### config.mk
export PLATFORM = sky130hd
export DESIGN_NAME = alu_issue_ctrl
export DESIGN_NICKNAME = d
export VERILOG_FILES = /design/src/rtl/alu_issue_ctrl.sv
export SDC_FILE = /design/constraint.sdc
export NUM_CORES = 1
export LEC_CHECK = 0
export CAP_MARGIN = 10
export CORE_AREA = 2 2 87 98
export DETAILED_ROUTE_END_ITERATION = 10
export DIE_AREA = 0 0 89 100
export GPL_ROUTABILITY_DRIVEN = 1
export MAX_ROUTING_LAYER = met4
export PLACE_DENSITY = 0.76
export REMOVE_ABC_BUFFERS = 1
export SKIP_LAST_GASP = 1
export SLEW_MARGIN = 30
export SYNTH_ARGS = -nofsm -noshare
export SYNTH_HDL_FRONTEND = slang
export SYNTH_SLANG_ARGS = --single-unit
export TNS_END_PERCENT = 30
### constraint.sdc
create_clock -name clk -period 1.4 [get_ports clk]
set_input_delay 0.28 -clock clk [delete_from_list [all_inputs] [get_ports clk]]
set_output_delay 0.28 -clock clk [all_outputs]
set_load 0.02 [all_outputs]
### src/rtl/alu_issue_ctrl.sv
// Issue sequencer sharing one ALU between two requesters, with N/Z/V flag ownership.
// Define ALU_FIXED_PRIO_EN for fixed priority (req0 wins); default is round-robin.
module alu_issue_ctrl #(
  parameter int DW  = 16,
  parameter int OPW = 3
) (
  input  logic           clk,
  input  logic           rst_n,
  input  logic           req0_valid,
  output logic           req0_ready,
  input  logic [OPW-1:0] req0_op,
  input  logic [DW-1:0]  req0_a,
  input  logic [DW-1:0]  req0_b,
  input  logic           req1_valid,
  output logic           req1_ready,
  input  logic [OPW-1:0] req1_op,
  input  logic [DW-1:0]  req1_a,
  input  logic [DW-1:0]  req1_b,
  output logic [OPW-1:0] alu_op,
  output logic [DW-1:0]  alu_in1,
  output logic [DW-1:0]  alu_in2,
  input  logic [DW-1:0]  alu_out,
  input  logic [2:0]     alu_flag,
  output logic           rsp_valid,
  input  logic           rsp_ready,
  output logic           rsp_id,
  output logic [DW-1:0]  rsp_data,
  output logic [2:0]     flags
);

  typedef enum logic [1:0] {IDLE, EXEC, RESP} state_t;

  localparam logic [OPW-1:0] OP_ADD = OPW'(0);
  localparam logic [OPW-1:0] OP_SUB = OPW'(1);
  localparam logic [OPW-1:0] OP_XOR = OPW'(3);
  localparam logic [OPW-1:0] OP_SLL = OPW'(4);
  localparam logic [OPW-1:0] OP_SRA = OPW'(5);
  localparam logic [OPW-1:0] OP_ROR = OPW'(6);

  state_t state, state_nxt;
  logic   grant;
  logic   grant_vld;
  logic   accept;

  assign grant_vld = req0_valid | req1_valid;
  assign accept    = (state == IDLE) && grant_vld;

`ifdef ALU_FIXED_PRIO_EN
  // req1 is granted only when req0 is not asking.
  assign grant = ~req0_valid;
`else
  logic last_grant;

  // On contention, the requester that did not win last time goes next.
  assign grant = (req0_valid && req1_valid) ? ~last_grant : ~req0_valid;

  // Reset to 1 so the first contended grant goes to req0.
  always_ff @(posedge clk or negedge rst_n) begin
    if (!rst_n)      last_grant <= 1'b1;
    else if (accept) last_grant <= grant;
  end
`endif

  always_ff @(posedge clk or negedge rst_n) begin
    if (!rst_n) state <= IDLE;
    else        state <= state_nxt;
  end

  always_comb begin
    // NOTE: default assignment first so every path drives state_nxt and no latch is inferred.
    state_nxt = state;
    case (state)
      IDLE:    if (grant_vld) state_nxt = EXEC;
      EXEC:    state_nxt = RESP;
      RESP:    if (rsp_ready) state_nxt = IDLE;
      default: state_nxt = IDLE;
    endcase
  end

  // Ready is combinational; it is forced low while rst_n is asserted so all outputs read 0.
  always_comb begin
    req0_ready = rst_n && accept && !grant;
    req1_ready = rst_n && accept &&  grant;
  end

  always_ff @(posedge clk or negedge rst_n) begin
    if (!rst_n) begin
      alu_op    <= '0;
      alu_in1   <= '0;
      alu_in2   <= '0;
      rsp_valid <= 1'b0;
      rsp_id    <= 1'b0;
      rsp_data  <= '0;
      flags     <= '0;
    end else begin
      // NOTE: non-blocking assignments so every register samples pre-edge values.
      case (state)
        IDLE: begin
          if (accept) begin
            alu_op  <= grant ? req1_op : req0_op;
            alu_in1 <= grant ? req1_a  : req0_a;
            alu_in2 <= grant ? req1_b  : req0_b;
            rsp_id  <= grant;
          end
        end
        EXEC: begin
          rsp_data  <= alu_out;
          rsp_valid <= 1'b1;
          case (alu_op)
            OP_ADD, OP_SUB:                 flags    <= alu_flag;
            OP_XOR, OP_SLL, OP_SRA, OP_ROR: flags[1] <= (alu_out == '0);
            default:                        ;
          endcase
        end
        RESP: begin
          if (rsp_ready) rsp_valid <= 1'b0;
        end
        default: ;
      endcase
    end
  end

endmodule
==> impl_metrics.tcl <==
set metrics [dict create \
    synthArstFlopShare_pct 100 \
    io_pins 152 \
    clock_sinks 59 \
    cts_buffers 9 \
    layout-drive-gt1-share_pct 15.2 \
    clkPwrFrac_pct 14.0 \
    clk_latency_ns 0.32 \
    ir_worst_vdd_mv 1.12 \
    worstMarginPinSlew_ns 0.512 \
    r2r-end "last_grant" \
    synth-edff-count 0 \
    synth-seq-area-share_pct 56.5 \
    chipWidth_um 89 \
    gr-usage-all-layers_pct 16.0 \
    post-route-util_pct 56.0 \
    violations "negative setup slack" \
    p_sw_share_pct 39.4 \
    fp.coreArea_um2 8060 \
    power.internal_mw 5.55 \
    finalSetupViolations 53 \
    finalHoldViolCount 0 \
    drc 0 \
    power_frac_comb_pct 52.9 \
    syn_inst 226 \
    busiest_layer "met2" \
    worstHoldPathType "primary input to asynchronous set/reset pin" \
    vias_per_cell 4.55 \
    root_buffer "clkbuf_8" \
    slowest_delay_ns 0.41 \
    antenna_found_initial 0 \
    synthDistinctLibCells 23 \
    detail_route.first_pass.iterations 4 \
    detail-route-antenna-nets 0 \
    gp_congestion 0.733 \
    critPathLaunchType "flip-flop" \
    gr-usage-met1_pct 17.3 \
    syn_avg_cell_area_um2 11.6 \
    diodes 0 \
    p_switching_mw 3.60 \
    timing.hold.ws_ns 0.0965 \
    layout.nets 484 \
    num_vias 2300 \
    critPathSlowestCell "dfrtp_1" \
    maxCapViolCount 0 \
    layout_common_cells "clkdlybuf4s50_1 (99), dfrtp_1 (58), a21oi_1 (38)" \
    status "complete, but fails checks" \
    grt_pass1_wl_um 10600 \
    grt_setup_unrepaired "true" \
    postLayoutCellArea_um2 4510 \
    cts_tree "done" \
    path_class "flip-flop to output pin" \
    gr-usage-met2_pct 27.2 \
    worst_slack_ns -0.193 \
    place_area_um2 4300 \
    drt_iter0_markers 35 \
    areaGrowthSynthToFinish_pct 72.4 \
    die_area_um2 8900 \
    ys_warn_count 0 \
    ys_seq_elements 59 \
    final_common_cell "clkdlybuf4s50_1" \
    finalPower_mw 9.15 \
    powerDensity_nw_per_um2 2030 \
    path_cells "nor3_4 > and3_1 > buf_6" \
    sequentialPowerShare_pct 33.2 \
    cts_buffer_depth 2 \
    fin_crit_ns 1.59 \
    path_clk_slew_ns 0.07 \
    finalCritPeriodShare_pct 114 \
    fp-row-count 35 \
    static-leakage-power_nw 2.09 \
    crit_fanout 4 \
    grt_max_degree 51 \
    grt.overflow.total 0 \
    wire_per_inst_um 13.9 \
    timing.fmax_mhz 628 \
    netlist_area_um2 2620 \
    report.final.slew_viol_count 0 \
    reg2reg_slack_ns -0.15 \
    worstReg2RegStart "state[0]" \
    synth_ff_type "dfrtp_1" \
    end_kind "output pin" \
    dp_hpwl_um 5440 \
    finClkSkew_ns 0.00663 \
    fp.dieH_um 100 \
    drt-total-wl_um 7020 \
    htreeDepth 3 \
    grt_util_met3_pct 5.92 \
    crit_arrival_ns 1.31 \
    slew_headroom_pct 65.9 \
    grt_pass1_vias 2268 \
    portBuffers 151 \
    reg2reg_depth 3 \
    initial_core_util_pct 32.5 \
    cp_data_required_time_ns 1.12 \
]
worst max-delay path by stage:
stage	to	from
6_report	req1_ready	state[0]
5_1_grt	req1_ready	state[0]
4_1_cts	req0_ready	state[1]
3_5_place_dp	req0_ready	req1_valid
3_3_place_gp	req0_ready	req1_valid
2_1_floorplan	req1_ready	state[0]
worst max-delay path: cells and delay by family, from the launching register on:
family | cells | cell delay [ns]
buffers and inverters | 1 | 0.12
DFF | 1 | 0.41
and+or+nand+nor | 2 | 0.46
Yosys cell counts (2+ instances only):
library cell	number	area (um2)
dfrtp_1	58	1450
clkbuf_1	2	7.51
a21oi_1	38	190
nor4_1	5	31.3
nand2_1	3	11.3
nor2_1	38	143
nand2b_1	2	12.5
mux2_2	20	225
buf_2	6	30.0
nor3_1	3	15.0
buf_6	2	22.5
mux2i_1	35	350
buf_4	4	30.0
cells by family after synthesis:
family,count (synthesis),synth area share (%)
DFF,59,56.5
muxes,55,22.0
and+or+nand+nor,54,9.08
AOI/OAI and AO/OA,40,8.08
buffers and inverters,16,3.73
xor gates and xnor gates,2,0.669
state kept, by name, summed over array words and instances (netlist names):
name        flops
alu_in1        16
alu_in2        16
rsp_data       16
alu_op          3
flags           3
state           2
last_grant      1
rsp_id          1
rsp_valid       1
power by group through the flow:
stage	sequential (mW)	clock [mW]	combinational, mW
finish	3.03	1.28	4.84
global route	3.14	1.40	5.23
CTS	3.05	1.33	4.90
detailed placement	3.08	0	5.18
global placement	3.04	0	5.07
floorplan	4.07	0	1.52
metal layers:
layer	up-vias	wire, um
met5	-	0
met4	0	74
met3	7	629
met2	105	3600
met1	1072	2710
li1	1116	-
through the flow:
step                      TNS, ns  setup slack, ns  instances
after floorplan            -63.34            -1.93        212
after global placement     -17.51           -0.763        488
final                       -3.52           -0.193        505
after CTS                   -8.30           -0.240        504
after detailed placement   -18.99           -0.821        488
after global routing        -7.02           -0.252        505
repair_timing:
| item | in CTS | in global routing |
|---|---|---|
| setup buffers | 0 | 1 |
| hold buffers | 1 | 0 |
| setup endpoints to repair | 104 | 79 |
| endpoints found under the hold margin | 18 | 0 |
| cloned | 0 | 0 |
| pin swaps | 4 | 2 |
| gates resized for setup | 47 | 22 |
cell type report:
type	count	area [um2]
flip-flops and latches	59	1480
repair buffers	167	1650
multi-input cells	151	1070
inverters	2	7.51
clock buffers	12	145
clock inverters	3	15.0
well taps	111	139
fillers	734	3550
No activity file was read; power rests on OpenSTA's default activity.
